`src/rtl/pong_pkg.sv`:
```
`default_nettype none
// ============================================================================
// Module   : pong_pkg
// Purpose  : Shared definitions for the pong ball engine: FSM state
//            encoding, paddle hit-zone encoding, direction and player
//            constants, datapath widths and a saturating speed helper.
// Ports    : none (package)
// Revision : 1.0 - initial release
// ============================================================================
package pong_pkg;

  // Datapath widths. Internal geometry math runs at COORD_W so that sums
  // such as x+vx or y+BALL_SIZE never wrap for any on-screen position.
  localparam int COORD_W = 12;
  localparam int X_W     = 11;
  localparam int Y_W     = 10;
  localparam int SPEED_W = 8;
  localparam int SCORE_W = 4;
  localparam int CNT_W   = 16;

  typedef enum logic [2:0] {
    ST_IDLE  = 3'd0,
    ST_SERVE = 3'd1,
    ST_MOVE  = 3'd2,
    ST_SCORE = 3'd3,
    ST_OVER  = 3'd4
  } state_e;

  // Where on the paddle face the ball centre landed.
  typedef enum logic [1:0] {
    ZONE_MID = 2'd0,
    ZONE_TOP = 2'd1,
    ZONE_BOT = 2'd2
  } zone_e;

  localparam logic DIR_LEFT  = 1'b0;
  localparam logic DIR_RIGHT = 1'b1;
  localparam logic DIR_UP    = 1'b0;
  localparam logic DIR_DOWN  = 1'b1;

  localparam logic PLAYER1 = 1'b0;
  localparam logic PLAYER2 = 1'b1;

  function automatic logic [SPEED_W-1:0] sat_inc(input logic [SPEED_W-1:0] v,
                                                 input logic [SPEED_W-1:0] lim);
    return (v >= lim) ? lim : v + SPEED_W'(1);
  endfunction

endpackage
`default_nettype wire

```
`src/rtl/pong_paddle_hit.sv`:
```
`default_nettype none
// ============================================================================
// Module   : pong_paddle_hit
// Purpose  : Combinational paddle collision test and hit-zone decode for
//            one paddle.
// Ports    : ball_x, ball_y - ball origin (COORD_W)
//            pad_y          - paddle origin Y (COORD_W)
//            dir_x          - current horizontal ball direction
//            hit            - ball overlaps paddle while moving toward it
//            zone           - top / middle / bottom third of the paddle
// Revision : 1.0 - initial release
// ============================================================================
module pong_paddle_hit
  import pong_pkg::*;
#(
  parameter int   PAD_X     = 40,
  parameter int   PAD_W     = 10,
  parameter int   PAD_H     = 50,
  parameter int   BALL_SIZE = 10,
  parameter logic TOWARD    = DIR_LEFT
) (
  input  logic [COORD_W-1:0] ball_x,
  input  logic [COORD_W-1:0] ball_y,
  input  logic [COORD_W-1:0] pad_y,
  input  logic               dir_x,
  output logic               hit,
  output zone_e              zone
);

  localparam logic [COORD_W-1:0] PAD_LO   = COORD_W'(PAD_X);
  localparam logic [COORD_W-1:0] PAD_HI   = COORD_W'(PAD_X + PAD_W);
  localparam logic [COORD_W-1:0] BALL_SZ  = COORD_W'(BALL_SIZE);
  localparam logic [COORD_W-1:0] HALF_SZ  = COORD_W'(BALL_SIZE / 2);
  localparam logic [COORD_W-1:0] PAD_LEN  = COORD_W'(PAD_H);
  localparam logic [COORD_W-1:0] ZONE_ONE = COORD_W'(PAD_H / 3);
  localparam logic [COORD_W-1:0] ZONE_TWO = COORD_W'((2 * PAD_H) / 3);

  logic [COORD_W-1:0] cy;
  logic [COORD_W-1:0] off;
  logic               x_overlap;
  logic               y_inside;

  always_comb begin
    cy        = ball_y + HALF_SZ;
    off       = cy - pad_y;   // only meaningful when y_inside
    x_overlap = (ball_x < PAD_HI) && ((ball_x + BALL_SZ) > PAD_LO);
    y_inside  = (cy >= pad_y) && (cy < (pad_y + PAD_LEN));
    hit       = x_overlap && y_inside && (dir_x == TOWARD);

    zone = ZONE_MID;
    if (off < ZONE_ONE) begin
      zone = ZONE_TOP;
    end else if (off >= ZONE_TWO) begin
      zone = ZONE_BOT;
    end
  end

endmodule
`default_nettype wire

```
`src/rtl/pong_ball_engine.sv`:
```
`default_nettype none
// ============================================================================
// Module   : pong_ball_engine
// Purpose  : Ball / paddle / score engine for two-player pong. Advances the
//            game once per tick: serve countdown, ball motion with wall
//            bounce, paddle deflection with hit-zone angle control, scoring
//            and match end.
// Ports    : clk, reset (async, active low), tick (frame enable),
//            start (level, begins match), pause (level, freezes play),
//            p1_y/p2_y paddle origin Y,
//            ball_x/ball_y ball origin, score1/score2, state_o,
//            ball_active (MOVE), game_over (OVER), winner (0=P1, 1=P2).
// Revision : 1.0 - initial release
// ============================================================================
module pong_ball_engine
  import pong_pkg::*;
#(
  parameter int H_RES       = 640,
  parameter int V_RES       = 480,
  parameter int BALL_SIZE   = 10,
  parameter int PAD_W       = 10,
  parameter int PAD_H       = 50,
  parameter int P1_X        = 40,
  parameter int P2_X        = 600,
  parameter int SPEED_INIT  = 1,
  parameter int SPEED_MAX   = 8,
  parameter int SCORE_MAX   = 9,
  parameter int SERVE_TICKS = 60
) (
  input  logic              clk,
  input  logic              reset,
  input  logic              tick,
  input  logic              start,
  input  logic              pause,
  input  logic [9:0]        p1_y,
  input  logic [9:0]        p2_y,
  output logic [10:0]       ball_x,
  output logic [9:0]        ball_y,
  output logic [3:0]        score1,
  output logic [3:0]        score2,
  output logic [2:0]        state_o,
  output logic              ball_active,
  output logic              game_over,
  output logic              winner
);

  localparam logic [X_W-1:0]     CENTRE_X   = X_W'((H_RES - BALL_SIZE) / 2);
  localparam logic [Y_W-1:0]     CENTRE_Y   = Y_W'((V_RES - BALL_SIZE) / 2);
  localparam logic [COORD_W-1:0] X_LIMIT    = COORD_W'(H_RES - BALL_SIZE);
  localparam logic [COORD_W-1:0] Y_LIMIT    = COORD_W'(V_RES - BALL_SIZE);
  localparam logic [Y_W-1:0]     Y_MAX      = Y_W'(V_RES - BALL_SIZE);
  localparam logic [X_W-1:0]     P1_FACE    = X_W'(P1_X + PAD_W);
  localparam logic [X_W-1:0]     P2_FACE    = X_W'(P2_X - BALL_SIZE);
  localparam logic [SPEED_W-1:0] SPD_INIT   = SPEED_W'(SPEED_INIT);
  localparam logic [SPEED_W-1:0] SPD_MAX    = SPEED_W'(SPEED_MAX);
  localparam logic [CNT_W-1:0]   SERVE_LOAD = CNT_W'(SERVE_TICKS);
  localparam logic [SCORE_W-1:0] SCORE_END  = SCORE_W'(SCORE_MAX);

  state_e               state_q,       state_d;
  logic [X_W-1:0]       bx_q,          bx_d;
  logic [Y_W-1:0]       by_q,          by_d;
  logic                 dir_x_q,       dir_x_d;
  logic                 dir_y_q,       dir_y_d;
  logic [SPEED_W-1:0]   vx_q,          vx_d;
  logic [SPEED_W-1:0]   vy_q,          vy_d;
  logic [CNT_W-1:0]     cnt_q,         cnt_d;
  logic [SCORE_W-1:0]   score1_q,      score1_d;
  logic [SCORE_W-1:0]   score2_q,      score2_d;
  logic                 scorer_q,      scorer_d;
  logic                 winner_q,      winner_d;
  logic                 ball_active_q, ball_active_d;
  logic                 game_over_q,   game_over_d;

  // Widened copies for overflow-free comparisons.
  logic [COORD_W-1:0]   bx_w, by_w, vx_w, vy_w, pad1_w, pad2_w;
  logic                 hit1_w, hit2_w;
  zone_e                zone1_w, zone2_w, zone_sel;
  logic [SCORE_W-1:0]   score_inc_w;

  assign bx_w   = COORD_W'(bx_q);
  assign by_w   = COORD_W'(by_q);
  assign vx_w   = COORD_W'(vx_q);
  assign vy_w   = COORD_W'(vy_q);
  assign pad1_w = COORD_W'(p1_y);
  assign pad2_w = COORD_W'(p2_y);

  assign score_inc_w = ((scorer_q == PLAYER1) ? score1_q : score2_q) + SCORE_W'(1);

  pong_paddle_hit #(
    .PAD_X     (P1_X),
    .PAD_W     (PAD_W),
    .PAD_H     (PAD_H),
    .BALL_SIZE (BALL_SIZE),
    .TOWARD    (DIR_LEFT)
  ) u_hit_p1 (
    .ball_x (bx_w),
    .ball_y (by_w),
    .pad_y  (pad1_w),
    .dir_x  (dir_x_q),
    .hit    (hit1_w),
    .zone   (zone1_w)
  );

  pong_paddle_hit #(
    .PAD_X     (P2_X),
    .PAD_W     (PAD_W),
    .PAD_H     (PAD_H),
    .BALL_SIZE (BALL_SIZE),
    .TOWARD    (DIR_RIGHT)
  ) u_hit_p2 (
    .ball_x (bx_w),
    .ball_y (by_w),
    .pad_y  (pad2_w),
    .dir_x  (dir_x_q),
    .hit    (hit2_w),
    .zone   (zone2_w)
  );

  always_comb begin
    state_d  = state_q;
    bx_d     = bx_q;
    by_d     = by_q;
    dir_x_d  = dir_x_q;
    dir_y_d  = dir_y_q;
    vx_d     = vx_q;
    vy_d     = vy_q;
    cnt_d    = cnt_q;
    score1_d = score1_q;
    score2_d = score2_q;
    scorer_d = scorer_q;
    winner_d = winner_q;
    zone_sel = hit1_w ? zone1_w : zone2_w;

    case (state_q)
      ST_IDLE: begin
        if (start) begin
          state_d = ST_SERVE;
          cnt_d   = SERVE_LOAD;
        end
      end

      ST_SERVE: begin
        // A count of 1 or 0 both launch on this tick.
        if (tick && !pause) begin
          if (cnt_q <= CNT_W'(1)) begin
            state_d = ST_MOVE;
            cnt_d   = '0;
          end else begin
            cnt_d = cnt_q - CNT_W'(1);
          end
        end
      end

      ST_MOVE: begin
        if (tick && !pause) begin
          if (hit1_w || hit2_w) begin
            // Deflection: snap to the face so the ball never sits inside
            // the paddle, and leave Y alone for this tick.
            dir_x_d = hit1_w ? DIR_RIGHT : DIR_LEFT;
            bx_d    = hit1_w ? P1_FACE : P2_FACE;
            vx_d    = sat_inc(vx_q, SPD_MAX);
            if (zone_sel == ZONE_TOP) begin
              dir_y_d = DIR_UP;
              vy_d    = sat_inc(vy_q, SPD_MAX);
            end else if (zone_sel == ZONE_BOT) begin
              dir_y_d = DIR_DOWN;
              vy_d    = sat_inc(vy_q, SPD_MAX);
            end
          end else if ((dir_x_q == DIR_LEFT) && (bx_w < vx_w)) begin
            state_d  = ST_SCORE;
            scorer_d = PLAYER2;
          end else if ((dir_x_q == DIR_RIGHT) && ((bx_w + vx_w) > X_LIMIT)) begin
            state_d  = ST_SCORE;
            scorer_d = PLAYER1;
          end else begin
            bx_d = (dir_x_q == DIR_LEFT) ? X_W'(bx_w - vx_w) : X_W'(bx_w + vx_w);
            if (dir_y_q == DIR_UP) begin
              if (by_w <= vy_w) begin
                by_d    = '0;
                dir_y_d = DIR_DOWN;
              end else begin
                by_d = Y_W'(by_w - vy_w);
              end
            end else begin
              if ((by_w + vy_w) >= Y_LIMIT) begin
                by_d    = Y_MAX;
                dir_y_d = DIR_UP;
              end else begin
                by_d = Y_W'(by_w + vy_w);
              end
            end
          end
        end
      end

      ST_SCORE: begin
        if (scorer_q == PLAYER1) begin
          score1_d = score_inc_w;
        end else begin
          score2_d = score_inc_w;
        end
        if (score_inc_w == SCORE_END) begin
          state_d  = ST_OVER;
          winner_d = scorer_q;
        end else begin
          state_d = ST_SERVE;
          bx_d    = CENTRE_X;
          by_d    = CENTRE_Y;
          vx_d    = SPD_INIT;
          vy_d    = SPD_INIT;
          dir_y_d = DIR_UP;
          // Serve toward the player who just conceded.
          dir_x_d = (scorer_q == PLAYER1) ? DIR_RIGHT : DIR_LEFT;
          cnt_d   = SERVE_LOAD;
        end
      end

      ST_OVER: begin
        if (start) begin
          state_d  = ST_SERVE;
          score1_d = '0;
          score2_d = '0;
          winner_d = 1'b0;
          bx_d     = CENTRE_X;
          by_d     = CENTRE_Y;
          vx_d     = SPD_INIT;
          vy_d     = SPD_INIT;
          dir_x_d  = DIR_RIGHT;
          dir_y_d  = DIR_UP;
          cnt_d    = SERVE_LOAD;
        end
      end

      default: begin
        state_d = ST_IDLE;
      end
    endcase

    ball_active_d = (state_d == ST_MOVE);
    game_over_d   = (state_d == ST_OVER);
  end

  always_ff @(posedge clk or negedge reset) begin
    if (!reset) begin
      state_q       <= ST_IDLE;
      bx_q          <= CENTRE_X;
      by_q          <= CENTRE_Y;
      dir_x_q       <= DIR_RIGHT;
      dir_y_q       <= DIR_UP;
      vx_q          <= SPD_INIT;
      vy_q          <= SPD_INIT;
      cnt_q         <= '0;
      score1_q      <= '0;
      score2_q      <= '0;
      scorer_q      <= PLAYER1;
      winner_q      <= 1'b0;
      ball_active_q <= 1'b0;
      game_over_q   <= 1'b0;
    end else begin
      state_q       <= state_d;
      bx_q          <= bx_d;
      by_q          <= by_d;
      dir_x_q       <= dir_x_d;
      dir_y_q       <= dir_y_d;
      vx_q          <= vx_d;
      vy_q          <= vy_d;
      cnt_q         <= cnt_d;
      score1_q      <= score1_d;
      score2_q      <= score2_d;
      scorer_q      <= scorer_d;
      winner_q      <= winner_d;
      ball_active_q <= ball_active_d;
      game_over_q   <= game_over_d;
    end
  end

  assign ball_x      = bx_q;
  assign ball_y      = by_q;
  assign score1      = score1_q;
  assign score2      = score2_q;
  assign state_o     = state_q;
  assign ball_active = ball_active_q;
  assign game_over   = game_over_q;
  assign winner      = winner_q;

endmodule
`default_nettype wire

```
`config.mk`:
```
export PLATFORM = sky130hd
export DESIGN_NAME = pong_ball_engine
export DESIGN_NICKNAME = d
export VERILOG_FILES = /design/src/rtl/pong_pkg.sv /design/src/rtl/pong_paddle_hit.sv /design/src/rtl/pong_ball_engine.sv
export SDC_FILE = /design/constraint.sdc
export NUM_CORES = 1
export LEC_CHECK = 0
export BUFFER_PORTS_ARGS = -buffer_cell sky130_fd_sc_hd__buf_4
export CAP_MARGIN = 20
export CORE_MARGIN = 2
export CORE_UTILIZATION = 45
export CTS_BUF_LIST = sky130_fd_sc_hd__clkbuf_4
export DETAILED_ROUTE_END_ITERATION = 10
export GPL_TIMING_DRIVEN = 1
export PLACE_DENSITY = 0.65
export REMOVE_ABC_BUFFERS = 1
export SLEW_MARGIN = 40
export SYNTH_ARGS = -nofsm -noshare
export SYNTH_HDL_FRONTEND = slang
export SYNTH_SLANG_ARGS = --single-unit
```
`constraint.sdc`:
```
create_clock -name clk -period 6.25 [get_ports clk]
set_clock_uncertainty 0.15 [all_clocks]
set_input_delay 0.3125 -clock clk [delete_from_list [all_inputs] [get_ports clk]]
set_output_delay 0.3125 -clock clk [all_outputs]
set_load 0.02 [all_outputs]
```
# --- Word level (Yosys, flattened, before mapping) ---
# Cells that the tools add are included.
# W data, S select, Z words.
word_totals:
  ff_bits: 70
  latchBits: 0
  ram_bits: 0
  mem_bits_ro: 0
  in_bits: 25
  output_inout_bits: 35
  word_cells: 182
  memories: 0
op_classes:
  add_sub_neg: 14
  mul: 0
  div_mod_pow: 0
  order_cmp: 19
  eq_ne: 25
  shifts: 0
  n_mux: 79
  bitwise: 2
  reduce_logical: 29
ops:
  columns: ["operator", "count"]
  rows:
  - ["$mux W10", 10]
  - ["$mux W8", 10]
  - ["$mux W11", 7]
  - ["$mux W16", 4]
  - ["$pmux W16 S3", 1]
  - ["$pmux W8 S3", 2]
  - ["$pmux W11 S3", 1]
  - ["$pmux W10 S3", 1]
  - ["$ge A12 B10 Y1", 2]
  - ["$ge A12 B6 Y1 const B", 2]
  - ["$gt A12 B10 Y1 const B", 2]
  - ["$lt A12 B12 Y1", 2]
  - ["$lt A12 B5 Y1 const B", 2]
  - ["$mux W3", 8]
  - ["$sub A12 B10 Y12", 2]
  - ["$add A10 B6 Y11 const B", 2]
  - ["$ne A2 B2 Y1 const B", 11]
  - ["$mux W1", 20]
  - ["$add A8 B1 Y8 const B", 2]
  - ["$ge A8 B4 Y1 const B", 2]
  - ["$le A16 B1 Y1 const B", 1]
  - ["$mux W4", 4]
  - ["$pmux W4 S2", 2]
  - ["$sub A16 B1 Y16 const B", 1]
  - ["39 further kinds", 67]

# --- Depth between registers and ports, before layout ---
# Gate-level depths: netlist of the first run.
depth:
  word_depth: 12
  depth_mapped: 22
  depth_no_buf: 20

# --- Modules after synthesis ---
# Synthesis of the first run repeated with hierarchy kept, for this count alone.
unflattened:
  hier_cells: 1042
  area_unflattened_um2: 8351.8
by_module_without_submodules:
  columns: ["mod", "n_inst", "cells_each", "area_each_um2", "seq_area_each_um2"]
  rows:
  - ["pong_ball_engine", 1, 697, 5825.6, 1770.4]
  - ["pong_paddle_hit (u_hit_p2)", 1, 179, 1303.8, 0.0]
  - ["pong_paddle_hit (u_hit_p1)", 1, 166, 1222.4, 0.0]

# --- Least setup slack after synthesis of the first run ---
# Ideal clock, no wire load.
synth_timing:
  kind: "reg2reg"
  from: "reg by_q[1], in the netlist ball_y[1]"
  to: "reg vy_q[1]"
  setup_ps: 79
  t_arrival_ps: 4661
  required_time_ps: 6021
  slack_ps: 1360
  path_stages_with_launch: 19
  n_path_buf: 2
  period_less_slack_ps: 4890
  path_cell_list: "dfstp_2 ha_1 o2111ai_1 xnor2_1 ha_1 or4_1 o22a_1 a311o_1 and3_1 clkbuf_1 a2111oi_0 and2_1 a21o_1 ha_1 nand2_1 nand2_1 a21oi_1 clkbuf_1 mux2i_1"
synth_via:
  elab_chain_cells: 11
  elab_cells_between_ends: 32
  classes_between: "add/sub (3); order compare (8); eq/ne (4); mux (9); reduce/logical (8)"
synth_lines:
  columns: ["element", "line_no", "rtl"]
  rows:
  - ["start, declared", "pong_ball_engine.sv:61", "logic [Y_W-1:0] by_q, by_d;"]
  - ["start signal, assigned", "pong_ball_engine.sv:262", "by_q <= by_d;"]
  - ["$add A10 B3 Y11 *", "pong_paddle_hit.sv:44", "cy = ball_y + HALF_SZ;"]
  - ["$sub A12 B10 Y12 (tied with other cells)", "pong_paddle_hit.sv:45", "off = cy - pad_y;"]
  - ["$ge A12 B6 Y1 / $logic_and A1 B1 Y1 (equally long branches)", "pong_paddle_hit.sv:53, pong_paddle_hit.sv:47", null]
  - ["$mux W2 / $logic_and A1 B1 Y1 (equally long branches)", "pong_paddle_hit.sv:53, pong_paddle_hit.sv:48", null]
  - ["$mux W2 / $logic_and A1 B1 Y1 (equally long branches)", "pong_paddle_hit.sv:51, pong_paddle_hit.sv:48", null]
  - ["$mux W2", "pong_ball_engine.sv:132", "zone_sel = hit1_w ? zone1_w : zone2_w;"]
  - ["$eq A2 B1 Y1", "pong_ball_engine.sv:162", "if (zone_sel == ZONE_TOP) begin"]
  - ["$mux W8", "pong_ball_engine.sv:162", null]
  - ["$mux W8", "pong_ball_engine.sv:156", "if (hit1_w || hit2_w) begin"]
  - ["$mux W8", "pong_ball_engine.sv:155", "if (tick && !pause) begin"]
  - ["$pmux W8 S3", "pong_ball_engine.sv:134", "case (state_q)"]
  - ["end signal, assigned", "pong_ball_engine.sv:266", "vy_q <= vy_d;"]
  - ["end, declared", "pong_ball_engine.sv:65", "logic [SPEED_W-1:0] vy_q, vy_d;"]
# Every way passes the cells marked *; elsewhere a longest branch is shown, timed or not. The select of a mux whose other input is x is not followed.
# A chain may end at the register's enable or synchronous reset.

# --- Final worst setup path of the first run ---
layout_timing:
  from: "reg by_q[1], in the netlist ball_y[1]"
  to: "reg vy_q[2]"
# Same word-level chain as after synthesis.

==> summary.md, run 1 <==
| Metric | Value |
|---|---|
| Hold Vio Cnt, Final | `0` |
| Yosys warning total | `0` |
| Fill count | `1685` |
| Max_slew headroom | `49.6%` |
| H-tree depth | `3` |
| Cell taking the most area after synthesis | `dfrtp_1` |
| Clock Path Buffers | `2` |
| Row Count | `48` |
| RSZ-0062 raised after global routing | `no` |
| DR WL/cell | `about 17 microns` |
| Critical Path Sink Type | `flop` |
| Critical Path RT | `roughly 6.5 ns` |
| FFs w/ async S/R, synth | `between 90% and 100%` |
| TritonCTS clock tree | `yes` |
| Global placement routability congestion | `approximately 0.93` |
| Port Buffers | `~60` |
| Antenna Nets Post-Route | `0` |
| Worst Max-Slew Pin Slew | `~0.75 ns` |
| Detail Placement HPWL | `~16 mm` |
| Height of the die | `about 140 microns` |
| Tcrit/Tclk final | `85.0%` |
| Synth top cells by count | `ha_1 (89), inv_1 (81), nor2_1 (79)` |
| First DRT Iteration DRCs | `383` |
| Top-count cell post-synth | `ha_1` |
| Share of layout cells above drive strength 1 | `between 10 and 15%` |
| Clock sink count | `70` |
| Detailed-route via count | `between 7000 and 8000` |
| Worst-Skew Late Latency | `0.46 ns` |
| Max Cap Viol | `0` |
| Vias in the first global route | `6972` |
| Storage cell area | `about 0.0018 sq mm` |
| Setup TNS | `0 ns` |
| CTS Buf Count | `9` |
| Inst Count DP | `1237` |
| Fmax | `0.188 GHz` |
| Syn Inst Count | `~990` |
| First-pass GRT wire length | `34.3 mm` |
| Synthesized area | `between 0.007 and 0.008 sq mm` |
| Die X | `approximately 140 microns` |
| Largest net degree at the start of global routing | `71` |
| Mapped Avg Cell Area | `approximately 8.0 sq um` |
| Post-CTS Resized | `0` |
| Outcome | `finished clean` |
| Worst-path clk slew | `0.13 ns` |
| Hold_buf cts | `2` |
| Synth cell types | `75` |
| CP Class | `reg2reg` |
| Worst Path Max Fanout | `11` |
| DRC | `0` |
| Initial Utilization | `a little under half` |
| Period minus WS final | `around 5.3 ns` |
| EDFF count, synth | `0` |
| DRT Pass-1 Iters | `6` |
| Core area | `roughly 0.017 sq mm` |
| WL final | `roughly 21 mm` |
| CP Launch Type | `flop` |
| LEAKAGE | `slightly below 4 nW` |
| #FFs+latches synth | `70` |
| Total global routing overflow | `0` |
| Area growth syn-to-layout | `9.77%` |
| Maximum vdd drop | `0.175 mV` |
| CP Data Arrival Time | `roughly 5.5 ns` |
| # IOs | `60` |
| Initial antenna violation count | `1` |
| Post-CTS Setup Bufs | `0` |
| Top_reg_cell synth | `dfrtp_1` |
| Top cells by area, synth | `dfrtp_1 (17%), ha_1 (14%), xnor2_1 (5.5%), dfstp_2 (5.0%), a21oi_1 (4.9%)` |
| Post-synth top area share | `roughly 17%` |
| Die ar. | `0.0186 sq mm` |
| Final Max Slew Viols | `0` |
| Final #Nets | `~1100` |
| CTS root buffer | `clkbuf_4` |
| Sequential area share after synthesis | `about 22%` |
| # setup viols final | `0` |
| Hold WC Path Type | `in2reg` |
| PwrDens | `~370 mW/mm^2` |
| Global Route Usage Sum | `between 20 and 25%` |
| Vias per cell | `slightly below 6` |
| Multi-input logic area | `0.00568 sq mm` |
| Final instance count without filler cells | `around 1300` |
==> where the power goes <==
| group | internal, mW | switching, mW |
|---|---|---|
| clock network | 0.0912 | 0.201 |
| logic | 0.873 | 1.23 |
| registers | 0.585 | 0.193 |
| total | 1.55 | 1.62 |
==> placed cells by master (no fill, tap or decap), drive strengths merged, types with 14 or more instances in the layout <==
cell type	n
o31ai	14
xnor2	50
nand2	73
nor3	25
buf	64
nand3	30
a31oi	15
dfstp	15
inv	85
a21o	19
ha	89
a211oi	18
dfrtp	55
a21oi	78
o21ai	61
nand2b	16
nor2	79
nor2b	15
==> flip-flops by register name, summed over array words and instances (netlist names), 3 cells and up <==
signal	count
cnt_q	16
ball_x	11
ball_y	10
vx_q	8
vy_q	8
score1	4
score2	4
state_o	3
==> worst max-delay path, cell delays in order, from the launching register on <==
cell and delay, ns:
dfstp_2 0.64, ha_1 0.23, o2111ai_1 0.24, xnor2_1 0.29
ha_1 0.28, or4_1 0.54, o22a_1 0.20, a311o_1 0.38
and3_1 0.28, a2111oi_1 0.63, and2_1 0.24, a21o_1 0.09
ha_1 0.24, nand2_1 0.07, nand2_1 0.05, a21oi_1 0.13
buf_4 0.20, o21ai_0 0.10, a22o_1 0.23
==> kinds of logic (layout without fill, tap and decap cells) <==
| family | Yosys count | after routing | synth area share [%] |
|---|---|---|---|
| simple gates | 310 | 310 | 19.4 |
| compound gates | 305 | 305 | 26.3 |
| buf+inv | 118 | 163 | 5.84 |
| fa+ha+maj | 97 | 97 | 16.1 |
| flops | 70 | 70 | 22.4 |
| xor+xnor | 63 | 63 | 6.98 |
| mux | 22 | 22 | 2.98 |
| other cells | 0 | 1 | 0 |
==> worst paths after layout <==
| kind | cells after the start | end | slack (ns) | startpoint |
|---|---|---|---|---|
| worst max-delay path | 18 | vy_q[2] | 0.94 | ball_y[1] |
| worst min register to register | 2 | cnt_q[1] | 0.37 | cnt_q[1] |
| worst max register to register | 18 | vy_q[2] | 0.94 | ball_y[1] |
| max in group asynchronous | 2 | ball_y[4] | 5.21 | reset |
| worst min-delay path | 3 | scorer_q | 0.19 | tick |
| min in group asynchronous | 2 | vy_q[3] | 0.28 | reset |
==> layer usage <==
metal / wire length (microns) / vias to the layer above / part of all wire [%] / track usage [%]
li1: - / 3674 / - / -
met5: 0 / - / 0 / 0
met4: 403 / 0 / 1.9 / 6.66
met2: 9700 / 215 / 47 / 37.9
met1: 9550 / 3495 / 46 / 31.1
met3: 1080 / 38 / 5.2 / 2.89
==> per-stage QoR <==
step                total power, mW  hold slack, ns  setup slack, ns  cell area (sq um)  util, %
detailed placement             2.85           0.227            0.825               8510     49.4
CTS                            3.16           0.170            0.789               8660     50.3
floorplan                      2.32          -0.133             1.14               7750        -
global placement               2.84           0.345             1.01               8510     49.4
global route                   3.48           0.200            0.551               8680     50.3
finish                         3.17           0.191            0.937               8680     50.3
==> final cells by class <==
type,instances,share of cell area (%)
well taps,225,3.24
multi-input cells,797,65.5
clock inverters,7,0.750
inverters,81,3.50
repair buffers,66,5.81
flip-flops and latches,70,20.4
clock buffers,9,0.779
diodes,1,0.0288
No activity file was read; power rests on OpenSTA's default activity.
==> run 2: changes to the inputs <==
- CELL_PAD_IN_SITES_DETAIL_PLACEMENT: default -> 0
- CELL_PAD_IN_SITES_GLOBAL_PLACEMENT: default -> 1
- PLACE_DENSITY: 0.65 -> 0.81
- SYNTH_HIERARCHICAL: default -> 1
- clock period: 6.25 -> 5.7 ns (I/O delays scaled with it)
==> summary.md, run 2 <==
| Metric | Value |
|---|---|
| DRT Pass-1 Iters | `6` |
| Port Buffers | `a little under 60` |
| Mux cell area share after synthesis | `approximately 3.3%` |
| Hold depth | `4` |
| Synth top cells by count | `nor2_1 (95), ha_1 (92), o21ai_0 (82)` |
| Core area | `about 0.018 sq mm` |
| Mapped Avg Cell Area | `around 8.0 sq um` |
| DRC | `0` |
| Largest family of logic cells by synthesized area | `compound AO/OA/AOI/OAI gates` |
| Vias in the first global route | `7104` |
| CTS Buf Count | `9` |
| Period minus WS final | `between 4 and 5 ns` |
| Metal2 WL | `10.1 mm` |
| Die X | `roughly 140 microns` |
| EDFF count, synth | `0` |
| DR WL met3 | `about 900 microns` |
| Worst Max-Slew Pin Slew | `0.722 ns` |
| Tcrit/Tclk final | `between 80% and 90%` |
| Top cells by area, synth | `dfrtp_1 (16%), ha_1 (14%), xnor2_1 (5.7%), o21ai_0 (4.9%), dfstp_2 (4.7%)` |
| Synthesized area | `approximately 0.0084 sq mm` |
| Initial antenna violation count | `1` |
| CP Class | `reg2reg` |
| WL final | `between 20 and 25 mm` |
| Initial Utilization | `between 40% and 50%` |
| Clock Path Buffers | `2` |
| Critical Path Sink Type | `flop` |
| FFs w/ async S/R, synth | `100%` |
| Post-CTS Resized | `0` |
| Global Route Usage Sum | `approximately 23%` |
| #FFs+latches synth | `70` |
| Max_slew headroom | `51.9%` |
| # IOs | `60` |
| Vias per cell | `approximately 5.9` |
| Row Count | `slightly below 50` |
| Outcome | `finished clean` |
| Post-synth top area share | `16.5%` |
| Yosys warning total | `6` |
| Height of the die | `between 100 and 150 microns` |
| Most frequent cells in the layout | `nor2_1 (95), ha_1 (92), o21ai_0 (82), inv_1 (81), nand2_1 (69)` |
| Largest register FFs | `16` |
| # setup viols final | `0` |
| Area growth syn-to-layout | `10.2%` |
| First-pass GRT wire length | `between 30 and 40 mm` |
| CTS root buffer | `clkbuf_4` |
| Xor-xnor portion of the synthesized cell area | `under 10%` |
| CP Data Arrival Time | `5.01 ns` |
| Share of layout cells above drive strength 1 | `12.0%` |
| Global placement routability congestion | `between 0.8 and 0.9` |
| PwrDens | `381 mW/mm^2` |
| Post-synthesis compound-gate area fraction | `between 20% and 30%` |
| Maximum vdd drop | `roughly 0.19 mV` |
| Cell taking the most area after synthesis | `dfrtp_1` |
| Sequential area share after synthesis | `a little over a fifth` |
| Most common cell after layout, fill and taps aside | `nor2_1` |
| RSZ-0062 raised after global routing | `no` |
| Worst Path Max Fanout | `21` |
| Final #Nets | `1221` |
| Die ar. | `~0.020 sq mm` |
| Simple-gate area share of the yosys netlist | `a little over a fifth` |
| Synth Area in Adders | `between 10% and 20%` |
| CP Launch Type | `flop` |
| Most flop-heavy register | `cnt_q` |
| Syn Inst Count | `about 1000` |
| Detailed-route via count | `a little under 8000` |
| Met1 Wirelength | `approximately 11 mm` |
| Largest net degree at the start of global routing | `71` |
| Clock sink count | `70` |
| Antenna Nets Post-Route | `0` |
| Worst-Skew Late Latency | `about 0.45 ns` |
| Critical Path RT | `~5.9 ns` |
| Hold Vio Cnt, Final | `0` |
| Top_reg_cell synth | `dfrtp_1` |
| Total global routing overflow | `0` |
| Top-count cell post-synth | `nor2_1` |
| TritonCTS clock tree | `yes` |
| Fmax | `about 0.21 GHz` |
| Max Cap Viol | `0` |
| H-tree depth | `3` |
| DR WL/cell | `around 17 microns` |
| Final Max Slew Viols | `0` |
| Post-CTS Setup Bufs | `0` |
| Hold WC Path Type | `in2reg` |
| Final core utilization | `between 50% and 60%` |
| Detail Placement HPWL | `roughly 17 mm` |
| Uppermost routed layer | `met4` |
| Setup TNS | `0 ns` |
| First DRT Iteration DRCs | `~600` |
| LEAKAGE | `around 4 nW` |
| Worst-path clk slew | `between 0.1 and 0.15 ns` |
| Worst Reg2Reg Path Length in Cells | `18` |
| Synth cell types | `between 80 and 90` |
## run 2: path summary, 6_finish.rpt
| kind | slack (ns) | end | startpoint |
|---|---|---|---|
| max | 0.85 | ball_x[9] | ball_y[1] |
| min | 0.08 | state_o[1] | pause |
| max reg2reg | 0.85 | ball_x[9] | ball_y[1] |
| min reg2reg | 0.36 | cnt_q[15] | cnt_q[15] |
| max in group asynchronous | 4.63 | state_o[2] | reset |
| min in group asynchronous | 0.27 | vx_q[6] | reset |
## run 2: metal layers
layer	global-route usage (%)	up-vias
li1	-	3885
met1	33.1	3730
met2	36.1	174
met3	3.28	29
met4	5.64	0
met5	0	-
## run 2: kinds of logic after synthesis
kind of cell    after synthesis
compound gates              310
xor+xnor                     71
fa+ha+maj                   100
buf+inv                     119
flops                        70
mux                          26
other cells                   1
simple gates                345
## run 2: power breakdown
part	switching, mW	internal (mW)
clock network	0.209	0.186
registers	0.228	0.640
logic	1.30	0.949
total	1.73	1.77
## run 2: worst max-delay path, stage by stage, from the launching register on
cell and delay, ns:
dfstp_2 0.69, a21oi_1 0.19, nor2_1 0.19, and3_1 0.19, xor2_1 0.22, ha_1 0.32
a21oi_1 0.16, o21ai_1 0.10, a21o_1 0.17, a21o_1 0.18, a2111oi_0 0.40, a311oi_1 0.09
buf_4 0.19, or2_2 0.36, nor3_1 0.24, o21ai_0 0.12, o211a_1 0.45, a21oi_1 0.23
a21oi_1 0.06
## run 2: layout make-up
class,instances,area (sq um)
multi-input cells,866,6150
inverters,82,308
well taps,229,287
diodes,1,2.50
flip-flops and latches,70,1770
repair buffers,67,512
clock inverters,6,93.8
fillers,1771,8880
clock buffers,10,75.1
## run 2: metrics by stage
stage	instances	hold WS [ns]	worst slack, ns	instance area, sq um	power (mW)
after CTS	1330	0.0601	0.858	9200	3.50
after global placement	1312	0.329	1.06	9010	3.09
after floorplan	1018	-0.161	1.37	8230	2.49
final	1331	0.0824	0.851	9200	3.51
after detailed placement	1312	0.203	0.896	9010	3.09
after global routing	1331	0.0817	0.405	9200	3.82
## run 2: what timing repair did
action                                 in CTS  in global routing
setup endpoints to repair                   0                  0
endpoints found under the hold margin      56                  0
hold buffers                                2                  0
